===== src/rtl/pc_redirect_ctrl.sv =====
// ---------------------------------------------------------------------------
// pc_redirect_ctrl : PC redirect arbiter/holder with flush and stall control
// rev 1.0
// ---------------------------------------------------------------------------
`default_nettype none

module pc_redirect_ctrl #(
  parameter int PC_WIDTH = 32
) (
  input  logic                clk,
  input  logic                rst_n,
  input  logic                i_cpu_en,
  input  logic                i_imem_busy,
  input  logic                i_hazard_stall,
  input  logic                i_trap_req,
  input  logic [PC_WIDTH-1:0] i_trap_vec,
  input  logic                i_mret_req,
  input  logic [PC_WIDTH-1:0] i_mepc,
  input  logic                i_ex_br_taken,
  input  logic [PC_WIDTH-1:0] i_ex_br_addr,
  output logic                o_pc_stall,
  output logic                o_br_taken,
  output logic [PC_WIDTH-1:0] o_br_addr,
  output logic                o_flush_if_id,
  output logic                o_flush_id_ex,
  output logic                o_redirect_pending,
  output logic [31:0]         o_redirect_cnt
);

  localparam logic [1:0] c_PRIO_NONE = 2'd0;
  localparam logic [1:0] c_PRIO_BR   = 2'd1;
  localparam logic [1:0] c_PRIO_MRET = 2'd2;
  localparam logic [1:0] c_PRIO_TRAP = 2'd3;
  localparam logic [PC_WIDTH-1:0] c_ALIGN_MASK = {{(PC_WIDTH-2){1'b1}}, 2'b00};

  typedef enum logic [0:0] {
    ST_RUN  = 1'b0,
    ST_PEND = 1'b1
  } state_t;

  state_t              r_state;
  state_t              w_state_nxt;
  logic [PC_WIDTH-1:0] r_pend_addr;
  logic [PC_WIDTH-1:0] w_pend_addr_nxt;
  logic [1:0]          r_pend_prio;
  logic [1:0]          w_pend_prio_nxt;
  logic [31:0]         r_redirect_cnt;

  logic [1:0]          w_req_prio;
  logic [PC_WIDTH-1:0] w_req_raw;
  logic [PC_WIDTH-1:0] w_req_addr;
  logic                w_req_any;
  logic                w_pend;
  logic                w_new_wins;
  logic [PC_WIDTH-1:0] w_eff_addr;
  logic                w_redir;
  logic                w_accept;

  always_comb begin
    w_req_prio = c_PRIO_NONE;
    w_req_raw  = '0;
    if (i_trap_req) begin
      w_req_prio = c_PRIO_TRAP;
      w_req_raw  = i_trap_vec;
    end else if (i_mret_req) begin
      w_req_prio = c_PRIO_MRET;
      w_req_raw  = i_mepc;
    end else if (i_ex_br_taken) begin
      w_req_prio = c_PRIO_BR;
      w_req_raw  = i_ex_br_addr;
    end
  end

  assign w_req_addr = w_req_raw & c_ALIGN_MASK;
  assign w_req_any  = i_trap_req | i_mret_req | i_ex_br_taken;
  assign w_pend     = (r_state == ST_PEND);
  // While holding, only a strictly higher-priority source may displace the entry
  assign w_new_wins = w_req_any & (~w_pend | (w_req_prio > r_pend_prio));
  assign w_eff_addr = w_new_wins ? w_req_addr : r_pend_addr;
  assign w_redir    = w_req_any | w_pend;
  assign w_accept   = w_redir & i_cpu_en & ~i_imem_busy;

  assign o_pc_stall         = i_imem_busy | (i_hazard_stall & ~w_redir);
  assign o_br_taken         = w_accept;
  assign o_br_addr          = w_redir ? w_eff_addr : '0;
  assign o_flush_if_id      = w_redir;
  assign o_flush_id_ex      = w_redir;
  assign o_redirect_pending = w_pend;
  assign o_redirect_cnt     = r_redirect_cnt;

  always_comb begin
    w_state_nxt     = r_state;
    w_pend_addr_nxt = r_pend_addr;
    w_pend_prio_nxt = r_pend_prio;
    if (w_accept) begin
      w_state_nxt     = ST_RUN;
      w_pend_addr_nxt = '0;
      w_pend_prio_nxt = c_PRIO_NONE;
    end else if (w_redir) begin
      w_state_nxt     = ST_PEND;
      w_pend_addr_nxt = w_eff_addr;
      w_pend_prio_nxt = w_new_wins ? w_req_prio : r_pend_prio;
    end
  end

  always_ff @(posedge clk or negedge rst_n) begin
    if (!rst_n) begin
      r_state        <= ST_RUN;
      r_pend_addr    <= '0;
      r_pend_prio    <= c_PRIO_NONE;
      r_redirect_cnt <= '0;
    end else begin
      r_state     <= w_state_nxt;
      r_pend_addr <= w_pend_addr_nxt;
      r_pend_prio <= w_pend_prio_nxt;
      if (w_accept)
        r_redirect_cnt <= r_redirect_cnt + 32'd1;
    end
  end

endmodule

`default_nettype wire


===== config.mk =====
export PLATFORM = sky130hd
export DESIGN_NAME = pc_redirect_ctrl
export DESIGN_NICKNAME = d
export VERILOG_FILES = /design/src/rtl/pc_redirect_ctrl.sv
export SDC_FILE = /design/constraint.sdc
export NUM_CORES = 1
export LEC_CHECK = 0
export CAP_MARGIN = 20
export CORE_MARGIN = 2
export CORE_UTILIZATION = 25
export CTS_CLUSTER_DIAMETER = 60
export DETAILED_ROUTE_END_ITERATION = 12
export PLACE_DENSITY_LB_ADDON = 0.3
export SYNTH_ARGS = -nofsm -noshare
export SYNTH_HDL_FRONTEND = slang
export SYNTH_SLANG_ARGS = --single-unit

===== constraint.sdc =====
create_clock -name clk -period 2.6 [get_ports clk]
set_input_delay 0.39 -clock clk [delete_from_list [all_inputs] [get_ports clk]]
set_output_delay 0.39 -clock clk [all_outputs]
set_load 0.05 [all_outputs]

==> results.toml <==
[yosys]
avgSynthCellArea_um2 = 10.0
synth-compound-area-share_pct = 25.9
synth.net_count = 480
netlist_instances = 373
synth_xor_area_share_pct = 7.26
synth_top_area_share_pct = 44.9
post-synth-top-area-cell = "dfrtp_1"
synth-simple-area-share_pct = 15.7
synth_area_leaders = "dfrtp_1 45%, a22o_1 14%, a22oi_1 6.0%"
synth_mux_area_share_pct = 0.603
ys_ff_latch = 67
synthDistinctLibCells = 39
synth_top_family_by_area = "compound AO/OA/AOI/OAI gates"
synth-adder-area-share_pct = 1.00
synth.cell_area_um2 = 3740
yosysWarnings = 0
ys_seq_area_share_pct = 44.9

[final_layout]
final_cell_mix = "126 x clkdlybuf4s50_1, 67 x dfrtp_1, 40 x buf_12"
area_growth_pct = 85.5
num_antenna_cells = 0
final_common_cell = "clkdlybuf4s50_1"
fin_area_um2 = 6930
finalNonFillerCells = 753
drive_gt1_share_pct = 27.4
nets = 671

[critical_path]
worstPathRequired_ps = 2210
path_class = "register to output pin"
cp_max_fo = 8
timing.rr.start = "r_pend_prio[1]$_DFFE_PN0P_"
crit_path_end_kind = "output pin"
r2r_setup_slack_ps = 350
cp_data_arrival_time_ps = 2290
reg2reg_depth = 8
worstReg2RegEnd = "r_pend_addr[11]$_DFFE_PN0P_"
start_kind = "register"

[timing]
relSlewSlack_pct = 38.9
whs_ps = 152
drv_slew = 0
finalSetupViolCount = 16
skew_ps = 8.77
worst_pin_slew_ps = 914
rsz0062_at_grt = "true"
setup_ws_ps = -80.0
max_freq_ghz = 0.373
min_period_ps = 2680
timing.final.crit_share_pct = 103
hold_viol = 0
tns_ps = -1040

[die]
dieHeight_um = 126
die-area_um2 = 15900
fp-row-count = 44
ios = 173
die_w_um = 126
start_util_pct = 25.6
core_um2 = 14600

[clock_tree]
cts_root_buffer = "clkbuf_16"
clkLatencyLatePin_ps = 330
clk_path_buf_depth = 2
cts_tree = "built"
h-tree-depth = 3
cts_hold_buf = 0
cts_sinks = 67
cts_inserted_buffers = 9
clk_pin_slew_ps = 60

[route]
vias_per_cell = 5.00
ant_nets = 0
top_layer = "met4"
routed_wl_um = 13400
routedWlPerCell_um = 17.7
dr_wl_met2_um = 6720
via_count = 3764
wl_met1_um = 5750
first_iter_violations = 206
dr.pass1.iters = 4
route.met3.wl_um = 649
drc_errors = 0

[run_status]
outcome = "finished with violations"
violations = "negative setup slack"

[pwr]
leakage_nw = 2.97
ir_worst_vdd_mv = 0.623
powerDensity_nw_per_um2 = 1020

[global_routing]
grt.overflow.total = 0
first_global_vias = 4000
grt_max_degree = 68
grt_antenna_before_repair = 0
grt_pass1_wl_um = 21200
track_usage_pct = 16.6

[placed_design]
routabilityCongestion = 0.814
place_area_um2 = 6210
io_buffers = 166
dp_cells = 726
dp_hpwl_um = 9080

[job]
maxCapViolCount = 0

[hold_path]
hp-class = "primary input to asynchronous set/reset pin"
-- critical path: stages, from the launching register on --
cell and delay [ps]:
dfrtp_1 380, inv_2 60, ha_4 260, nor2b_4 140, o21ai_2 60, buf_4 140, o21a_4 220, buf_12 140
buf_16 140, a22o_4 260, buf_12 150
-- synth_stat cells --
cell and number:
buf_4 5, a211oi_1 1, or3_4 1, mux2_2 2
a21o_1 1, dfrtp_1 67, a21o_2 1, or3_1 3
nor4_2 2, nor4_4 1, a22oi_1 30, nor3_1 6
ha_1 3, clkbuf_1 14, buf_2 9, nand4_2 2
nor2b_1 2, nand4_1 10, nor4_1 6, nand2_1 40
o21ai_0 32, xnor2_1 22, a22o_1 61, xor2_1 9
inv_1 5, and2_1 5, a21oi_1 2, nor2_1 5
buf_6 1, o21a_1 2, or2_2 2, and2b_2 1
clkbuf_2 1, nand3_1 12, buf_1 1, nand2b_1 1
nor4bb_4 1, and3_1 2, and4_1 2
-- sequential cells by signal, indices dropped and copies added, names as in the netlist --
register	cells
o_redirect_cnt	32
r_pend_prio	2
r_pend_addr	32
o_redirect_pending	1
-- cell families (layout without fill, tap and decap cells) --
kind of cell | Yosys count | in the layout
AOI/OAI and AO/OA | 130 | 130
xor gates and xnor gates | 31 | 31
adders and majority gates | 3 | 3
buffers and inverters | 36 | 232
DFF | 67 | 67
muxes | 2 | 2
and+or+nand+nor | 104 | 104
-- stage by stage --
step | util [%] | total power, W | setup slack, ps
finish | 47.5 | 0.00710 | -80.0
global route | 47.5 | 0.00740 | -146
CTS | 47.0 | 0.00702 | -56.0
detailed placement | 42.6 | 0.00512 | -417
global placement | 42.6 | 0.00506 | -357
floorplan | - | 0.00340 | -35.5
-- metal layers --
metal  vias to the layer above  track usage (%)
met5                         -                0
met2                        98             28.7
li1                       1794                -
met1                      1859             20.6
met3                        13             3.61
met4                         0             5.17
-- worst max-delay path by stage --
stage	to	start	cells after the start
after floorplan	o_br_addr[12]	i_trap_req	8
after detailed placement	r_pend_addr[11]$_DFFE_PN0P_	i_mret_req	9
after global placement	o_br_addr[30]	i_mret_req	10
after global routing	o_br_addr[3]	r_pend_prio[1]$_DFFE_PN0P_	10
after CTS	o_br_addr[3]	r_pend_prio[1]$_DFFE_PN0P_	10
final	o_br_addr[3]	r_pend_prio[1]$_DFFE_PN0P_	10
-- layout make-up --
class	count	area [um^2]
clock buffers	11	253
fillers	1328	7650
clock inverters	5	83.8
inverters	5	18.8
repair buffers	211	2460
flip-flops and latches	67	1680
multi-input cells	270	2210
well taps	184	230
-- where the power goes --
group	switching, W	internal, W
Sequential	0.000240	0.00129
Clock	0.000479	0.000895
Combinational	0.00209	0.00211
-- repair_timing --
item / CTS / global route
setup endpoints to repair: 63 / 32
resized for setup: 35 / 10
cloned: 3 / 1
buffers inserted: 6 / 2
pin swaps: 26 / 6
No activity file was read; power rests on OpenSTA's default activity.
